$ cat src/rtl/sdram_sched_pkg.sv
// Shared types and helpers for the SDRAM access scheduler.
package sdram_sched_pkg;

  typedef enum logic [2:0] {
    StIdle,
    StWrGo,
    StWrWait,
    StRdGo,
    StRdWait,
    StErr
  } sched_state_e;

  localparam logic DirWrite = 1'b0;
  localparam logic DirRead  = 1'b1;

  // Legal bursts are powers of two in [4, region] so a burst never straddles the wrap.
  function automatic logic burst_len_illegal(input logic [31:0] len, input logic [31:0] region);
    return (len == 32'd0) || ((len & (len - 32'd1)) != 32'd0) || (len < 32'd4) || (len > region);
  endfunction

endpackage

$ cat src/rtl/sdram_sched_ptr.sv
// Byte pointer into the circular capture region; advances by step and wraps at the region size.
module sdram_sched_ptr #(
  parameter logic [31:0] RegionBytes = 32'h0001_0000
) (
  input  logic        clk_i,
  input  logic        rst_i,
  input  logic        clr_i,
  input  logic        adv_i,
  input  logic [31:0] step_i,
  output logic [31:0] ptr_o
);

  logic [31:0] ptr_d, ptr_q;

  always_comb begin
    ptr_d = ptr_q;
    if (clr_i) begin
      ptr_d = 32'd0;
    end else if (adv_i) begin
      ptr_d = (ptr_q + step_i) & (RegionBytes - 32'd1);
    end
  end

  always_ff @(posedge clk_i or posedge rst_i) begin
    if (rst_i) begin
      ptr_q <= 32'd0;
    end else begin
      ptr_q <= ptr_d;
    end
  end

  assign ptr_o = ptr_q;

endmodule

$ cat src/rtl/sdram_access_sched.sv
// Arbitrates SDRAM bursts between the capture writer and readback reader over a circular region.
module sdram_access_sched
  import sdram_sched_pkg::*;
#(
  parameter logic [31:0] BASE_ADDR      = 32'h0000_0000,
  parameter logic [31:0] REGION_BYTES   = 32'h0001_0000,
  parameter int unsigned TIMEOUT_CYCLES = 65535
) (
  input  logic        clk,
  input  logic        reset,
  input  logic        enable,
  input  logic [31:0] cfg_burst_bytes,
  input  logic        clr_status,
  input  logic        wr_req,
  input  logic        rd_req,
  output logic        wr_grant,
  output logic        rd_grant,
  output logic        write_control_go,
  input  logic        write_control_done,
  output logic [31:0] control_write_base,
  output logic [31:0] control_write_length,
  output logic        write_control_fixed_location,
  output logic        read_control_go,
  input  logic        read_control_done,
  output logic [31:0] control_read_base,
  output logic [31:0] control_read_length,
  output logic        read_control_fixed_location,
  output logic [31:0] fill_bytes,
  output logic        busy,
  output logic        cfg_err,
  output logic        overflow,
  output logic        timeout_err
);

  localparam logic [31:0] TimeoutLast = 32'(TIMEOUT_CYCLES - 1);

  sched_state_e state_d, state_q;
  logic [31:0]  len_d, len_q;
  logic [31:0]  fill_d, fill_q;
  logic [31:0]  cnt_d, cnt_q;
  logic         cfg_err_d, cfg_err_q;
  logic         last_d, last_q;
  logic         overflow_d, overflow_q;
  logic         timeout_d, timeout_q;
  logic         enable_q;

  logic         cfg_load, run_ok, wr_fits, rd_ok, wr_elig, rd_elig;
  logic         ovf_set, to_set, wr_adv, rd_adv, ptr_clr;
  logic [32:0]  fill_plus;
  logic [31:0]  wr_ptr, rd_ptr;

  assign cfg_load  = enable & ~enable_q & (state_q == StIdle);
  // Hold off grants in the latch cycle so eligibility never uses a stale length.
  assign run_ok    = enable & ~cfg_err_q & ~cfg_load;
  assign fill_plus = {1'b0, fill_q} + {1'b0, len_q};
  assign wr_fits   = fill_plus <= {1'b0, REGION_BYTES};
  assign rd_ok     = fill_q >= len_q;
  assign wr_elig   = run_ok & wr_req & wr_fits;
  assign rd_elig   = run_ok & rd_req & rd_ok;

  always_comb begin
    state_d          = state_q;
    len_d            = len_q;
    cfg_err_d        = cfg_err_q;
    fill_d           = fill_q;
    last_d           = last_q;
    cnt_d            = cnt_q;
    ovf_set          = 1'b0;
    to_set           = 1'b0;
    wr_adv           = 1'b0;
    rd_adv           = 1'b0;
    ptr_clr          = 1'b0;
    write_control_go = 1'b0;
    read_control_go  = 1'b0;
    wr_grant         = 1'b0;
    rd_grant         = 1'b0;

    unique case (state_q)
      StIdle: begin
        if (cfg_load) begin
          len_d     = cfg_burst_bytes;
          cfg_err_d = burst_len_illegal(cfg_burst_bytes, REGION_BYTES);
        end else begin
          ovf_set = run_ok & wr_req & ~wr_fits;
          if (wr_elig && (!rd_elig || last_q == DirRead)) begin
            state_d = StWrGo;
          end else if (rd_elig) begin
            state_d = StRdGo;
          end
        end
      end
      StWrGo: begin
        write_control_go = 1'b1;
        wr_grant         = 1'b1;
        cnt_d            = 32'd0;
        state_d          = StWrWait;
      end
      StWrWait: begin
        if (write_control_done) begin
          wr_adv  = 1'b1;
          fill_d  = fill_q + len_q;
          last_d  = DirWrite;
          state_d = StIdle;
        end else if (cnt_q == TimeoutLast) begin
          to_set  = 1'b1;
          state_d = StErr;
        end else begin
          cnt_d = cnt_q + 32'd1;
        end
      end
      StRdGo: begin
        read_control_go = 1'b1;
        rd_grant        = 1'b1;
        cnt_d           = 32'd0;
        state_d         = StRdWait;
      end
      StRdWait: begin
        if (read_control_done) begin
          rd_adv  = 1'b1;
          fill_d  = fill_q - len_q;
          last_d  = DirRead;
          state_d = StIdle;
        end else if (cnt_q == TimeoutLast) begin
          to_set  = 1'b1;
          state_d = StErr;
        end else begin
          cnt_d = cnt_q + 32'd1;
        end
      end
      StErr: begin
        if (!enable) begin
          ptr_clr = 1'b1;
          fill_d  = 32'd0;
          state_d = StIdle;
        end
      end
      default: state_d = StIdle;
    endcase

    overflow_d = ovf_set | (overflow_q & ~clr_status);
    timeout_d  = to_set | (timeout_q & ~clr_status);
  end

  always_ff @(posedge clk or posedge reset) begin
    if (reset) begin
      state_q    <= StIdle;
      len_q      <= 32'd0;
      fill_q     <= 32'd0;
      cnt_q      <= 32'd0;
      cfg_err_q  <= 1'b0;
      last_q     <= DirRead;
      overflow_q <= 1'b0;
      timeout_q  <= 1'b0;
      enable_q   <= 1'b0;
    end else begin
      state_q    <= state_d;
      len_q      <= len_d;
      fill_q     <= fill_d;
      cnt_q      <= cnt_d;
      cfg_err_q  <= cfg_err_d;
      last_q     <= last_d;
      overflow_q <= overflow_d;
      timeout_q  <= timeout_d;
      enable_q   <= enable;
    end
  end

  sdram_sched_ptr #(
    .RegionBytes(REGION_BYTES)
  ) u_wr_ptr (
    .clk_i (clk),
    .rst_i (reset),
    .clr_i (ptr_clr),
    .adv_i (wr_adv),
    .step_i(len_q),
    .ptr_o (wr_ptr)
  );

  sdram_sched_ptr #(
    .RegionBytes(REGION_BYTES)
  ) u_rd_ptr (
    .clk_i (clk),
    .rst_i (reset),
    .clr_i (ptr_clr),
    .adv_i (rd_adv),
    .step_i(len_q),
    .ptr_o (rd_ptr)
  );

  assign control_write_base           = BASE_ADDR + wr_ptr;
  assign control_write_length         = len_q;
  assign write_control_fixed_location = 1'b1;
  assign control_read_base            = BASE_ADDR + rd_ptr;
  assign control_read_length          = len_q;
  assign read_control_fixed_location  = 1'b1;
  assign fill_bytes                   = fill_q;
  assign busy                         = (state_q != StIdle) && (state_q != StErr);
  assign cfg_err                      = cfg_err_q;
  assign overflow                     = overflow_q;
  assign timeout_err                  = timeout_q;

endmodule

$ cat config.mk
export PLATFORM = sky130hd
export DESIGN_NAME = sdram_access_sched
export DESIGN_NICKNAME = d
export VERILOG_FILES = /design/src/rtl/sdram_sched_pkg.sv /design/src/rtl/sdram_sched_ptr.sv /design/src/rtl/sdram_access_sched.sv
export SDC_FILE = /design/constraint.sdc
export NUM_CORES = 1
export LEC_CHECK = 0
export ABC_AREA = 1
export CAP_MARGIN = 40
export CELL_PAD_IN_SITES_DETAIL_PLACEMENT = 1
export CELL_PAD_IN_SITES_GLOBAL_PLACEMENT = 1
export CORE_ASPECT_RATIO = 1.75
export CORE_MARGIN = 2
export CORE_UTILIZATION = 34
export DETAILED_ROUTE_END_ITERATION = 10
export GPL_TIMING_DRIVEN = 1
export PLACE_DENSITY_LB_ADDON = 0.08
export SLEW_MARGIN = 20
export SYNTH_ARGS = -nofsm -noshare
export SYNTH_HDL_FRONTEND = slang
export SYNTH_SLANG_ARGS = --single-unit
$ cat constraint.sdc
create_clock -name clk -period 6.1 [get_ports clk]
set_input_delay 1.22 -clock clk [delete_from_list [all_inputs] [get_ports clk]]
set_output_delay 1.22 -clock clk [all_outputs]
set_load 0.005 [all_outputs]
After elaboration in Yosys (flattened, before gate mapping)

Cells that the tools add are included.

Register bits after elaboration: 168
Bits of input ports: 40
Output and inout bits: 170

Add/sub/neg operators: 7
$lt $le $gt $ge: 4
Eq/ne operators: 14
Mux-type cells: 37
Bitwise logic cells: 19
Reduce and logical (&&, ||, !) cells: 22

Operators by type and width:

| cell                  | number |
|---|---|
| $mux 32               | 10 |
| $pmux 32 s3           | 2 |
| $add 32x32->33        | 1 |
| $le 33x17->1 const B  | 1 |
| $add 16x16->16        | 2 |
| $add 32x1->32 const B | 1 |
| $add 32x32->32        | 1 |
| $and 32x32->32        | 1 |
| $eq 32x16->1 const B  | 1 |
| $ge 32x32->1          | 1 |
| $gt 32x17->1 const B  | 1 |
| $logic_not 32->1      | 1 |
| $lt 32x3->1 const B   | 1 |
| $reduce_bool 32->1    | 1 |
| $sub 32x1->32 const B | 1 |
| $sub 32x32->32        | 1 |
| $mux 3                | 7 |
| $pmux 3 s6            | 1 |
| $mux 1                | 15 |
| $ne 2x2->1 const B    | 6 |
| $and 1x1->1           | 11 |
| $reduce_and 3->1      | 3 |
| $reduce_bool 3->1     | 3 |
| $eq 3x2->1 const B    | 2 |
| other kinds (15)      | 28 |

Longest topological paths before layout

Depth in word-level cells: 13
Gate-level depth with buffers: 22
Depth with buffers taken out: 22

Modules after synthesis

A second synthesis with hierarchy kept.

Cell total of the unflattened synthesis: 2153
Area total of the unflattened synthesis: 13379.1 µm²

By module, submodules not included:

| module             | instances | cells each | area an instance (µm²) | seq. area each (µm²) |
|---|---|---|---|---|
| sdram_access_sched | 1         | 1625       | 10048.4                | 2603.7 |
| sdram_sched_ptr    | 2         | 264        | 1665.3                 | 400.4 |

Least setup slack after synthesis

No wires, ideal clock.

Path type: input -> register
Start point: input cfg_burst_bytes[0]
End point: register cfg_err_q, in the netlist cfg_err
Arrival time: 2.648 ns
Data required time: 5.980 ns
Setup slack: 3.333 ns
Stages: 11
Path through: nor2_1 nand2_1 or2_2 nand2_1 nand3_1 nor3_1 nand4_1 a2111oi_0 nand3_1 o21ai_0 inv_1

Word-level cells in the longest chain between the ends: 6

RTL lines:

| item                           | line                      | text |
|---|---|---|
| from (decl)                    | sdram_access_sched.sv:12  | `input logic [31:0] cfg_burst_bytes,` |
| $sub 32x1->32                  | sdram_sched_pkg.sv:18     | `return (len == 32'd0) \|\| ((len & (len - 32'd1)) != 32'd0) \|\| (len < 32'd4) \|\| (len > region);` |
| $and 32x32->32                 | sdram_sched_pkg.sv:18     |  |
| $reduce_bool 32->1             | sdram_sched_pkg.sv:18     |  |
| $logic_or 1x1->1 (2 in series) | sdram_sched_pkg.sv:18     |  |
| $logic_or 1x1->1 (*)           | sdram_sched_pkg.sv:18     |  |
| to (signal assigned)           | sdram_access_sched.sv:160 | `cfg_err_q <= cfg_err_d;` |
| to (decl)                      | sdram_access_sched.sv:41  | `logic cfg_err_d, cfg_err_q;` |

Every way passes the cells marked *; elsewhere a longest branch is shown, timed or not.
A chain may end at the register's enable or synchronous reset.

Final worst setup path

Start point: register state_q[0]
End point: output read_control_go

Word-level cells in the longest chain between the ends: 2

RTL lines:

| item                   | line                      | text |
|---|---|---|
| from (decl)            | sdram_access_sched.sv:37  | `sched_state_e state_d, state_q;` |
| from (signal assigned) | sdram_access_sched.sv:146 | `state_q <= StIdle;` |
| from (signal assigned) | sdram_access_sched.sv:156 | `state_q <= state_d;` |
| $eq 3x2->1             | sdram_access_sched.sv:78  | `unique case (state_q)` |
| $mux 1                 | sdram_access_sched.sv:78  |  |
| to (decl)              | sdram_access_sched.sv:23  | `output logic read_control_go,` |

Every way passes these cells.

==> results.md <==
- Outcome: complete, no violations
- GP Congestion: 0.974
- Initial DRC count: 494
- Post-DP HPWL: 46.8 mm
- Area grow syn2layout: 18.5%
- Max-slew headroom: 0.408
- Initial core utilization: 0.344
- Max_cap viols: 0
- Peak VDD IR: 299 µV
- Cell Area, Synth: 0.0129 mm²
- Min-delay src: cnt_q[8]
- Worst-path maximum fanout: 25
- Num rows: 94
- RSZ-0062 raised after global routing: false
- Synth area leaders: dfrtp_1 26%, nand2_1 14%, ha_1 9.3%
- Worst hold path depth: 1
- Setup crit start kind: register
- Avg Cell Area, Syn: 6.49 µm²
- Die Wd: 151 µm
- Worst setup path startpoint: state_q[0]
- Critical Path RT: 4880 ps
- Peak Freq: 272 MHz
- Period utilization: 0.602
- Max Buffers Root-to-Sink: 2
- Most common cell after layout, fill and taps aside: nand2_1
- Root buf cell: clkbuf_16
- Yosys top cell area share: 0.263
- Capturing point of the worst reg2reg path: fill_bytes[27]
- Final max-slew violation count: 0
- Ys Warns: 0
- Final setup TNS: 0 ps
- Crit Reg-Reg Startpoint: state_q[2]
- IO Pins: 210
- Top FF cell, synth: dfrtp_1
- Final hold violations: 0
- Synth Instances: 1,981
- P_leak: 7.30 nW
- Vias per inst: 5.33
- Placed Cells: 2,556
- Largest area contributor in the netlist: dfrtp_1
- Hold/Removal Path Class: register to register
- Hold-fix buffers, CTS: 0
- First-pass GRT wire length: 86.0 mm
- GR Overflow Total: 0
- ANT nets after route: 0
- Footprint of the multi-input gates: 0.00776 mm²
- CTS buffer count: 17
- Register area: 0.00340 mm²
- Reg2Reg Setup Slack: 2430 ps
- Fin util: 0.407
- Synthesis-stage register bit count: 136
- N_diodes: 0
- Post-synth ARST share: 1.00
- Core box area: 0.0374 mm²
- Number of global-route vias before repair: 14,708
- Worst reg2reg path depth: 12
- Initial antenna violation count: 0
- Clk slew on worst S/H paths: 70 ps
- Worst skew pair latency: 460 ps
- Nets@finish: 2,235
- Via count: 13,797
- Crit path time final: 3670 ps
- Setup violators final: 0
- DR pass1 iterations: 4
- CP arrival: 2450 ps
- Post-synth EDFFs: 0
- Post-synthesis cell type count: 60
- Largest net degree at the start of global routing: 65
- Routed wire length: 56.5 mm
- Die H: 261 µm
- WHS Endpoint: cnt_q[8]
- Post-CTS Setup Bufs: 0
- DR WL/cell: 21.8 µm
- Fillers: 4,861
- Critical path class: register to output port
- Tot GR Track Use: 0.292
- TritonCTS clock tree: done
- Worst-Margin Slew: 879 ps
- Non-filler cells, final: 2,588
- Skew final: 19.0 ps
- IO buf count: 175
- Max H-tree Level: 4
- Clock sinks: 136
- Most frequent cells in the layout: 486 x nand2_1, 267 x inv_1, 192 x nor2_1, 175 x clkdlybuf4s50_1, 145 x o21ai_0
- Crit. End Element: output port
- Pwr/cell area: 714 mW/mm²
- Die ar.: 0.0395 mm²
- Power Total: 10.9 mW
- Drt drc: 0
- Share of cells above drive strength 1: 0.0489
- Post_cts resized: 0
- Seq/Total Area, Yosys: 0.265
## stage by stage
stage / cell area [µm²] / setup WS, ps / hold slack, ps
floorplan: 13000 / 1240 / 455
detailed placement: 14600 / 2110 / 502
global placement: 14600 / 2150 / 479
finish: 15200 / 2430 / 502
global route: 15200 / 2120 / 524
CTS: 15200 / 2350 / 512
## Yosys cell counts (all sizes together), types with 3 or more instances
library cell and number:
nand2 494, inv 278, nor2 205, o21ai 153
a21oi 141, nand3 136, dfrtp 135, buf 99
ha 96, nor3 42, nand4 38, a31oi 29
clkbuf 23, xor2 14, nor4 13, or2 13
o21a 9, o21bai 9, a21o 5, and3 5
fa 4, a221oi 3, and2 3, clkinv 3
o2111ai 3, o211ai 3
## critical path: stages, from the launching register on
cell,delay (ps)
dfrtp_1,450
inv_1,60
nor2_1,80
buf_4,210
inv_1,390
nor2_1,250
clkdlybuf4s50_1,540
## state kept, by name, indices dropped and copies added (netlist names), 3 cells and up
name	flops
state_q	3
u_rd_ptr.ptr_o	16
cnt_q	32
fill_bytes	32
u_wr_ptr.ptr_o	16
control_read_length	32
## cell families (layout without fill, tap and decap cells)
| group | Yosys count | after routing | share of synthesized area |
|---|---|---|---|
| buffers and inverters | 403 | 498 | 0.143 |
| adder cells (fa/ha/maj) | 100 | 100 | 0.0996 |
| other | 2 | 34 | 0.000584 |
| flip-flops | 136 | 136 | 0.265 |
| AND/OR/NAND/NOR | 954 | 954 | 0.323 |
| XOR/XNOR | 14 | 14 | 0.00953 |
| AO/OA/AOI/OAI | 372 | 372 | 0.160 |
## power by group
group	switching (mW)	internal, mW	leakage, nW
Clock	0.491	0.611	0.287
Sequential	0.498	1.25	1.71
Combinational	5.33	2.70	5.30
Total	6.32	4.56	7.30
## layer usage
layer	track usage	up-vias	part of all wire
met1	0.274	6771	0.33
li1	-	6603	-
met4	0.182	0	0.070
met5	0	-	0
met2	0.586	296	0.58
met3	0.0279	127	0.020
## final cells by class
| class | instances | area share |
|---|---|---|
| clock buffer | 17 | 0.0279 |
| clock inverter | 15 | 0.0109 |
| inverter | 281 | 0.0695 |
| multi-input combinational | 1474 | 0.509 |
| sequential | 136 | 0.223 |
| tap | 480 | 0.0394 |
| timing repair buffer | 185 | 0.120 |
## worst max path at each step
stage / endpoint / cells past startpoint
floorplan: cfg_err / 1
global placement: fill_bytes[27] / 9
detailed placement: fill_bytes[27] / 9
CTS: fill_bytes[27] / 12
global route: fill_bytes[27] / 12
finish: read_control_go / 6
No activity file was read; power rests on OpenSTA's default activity.
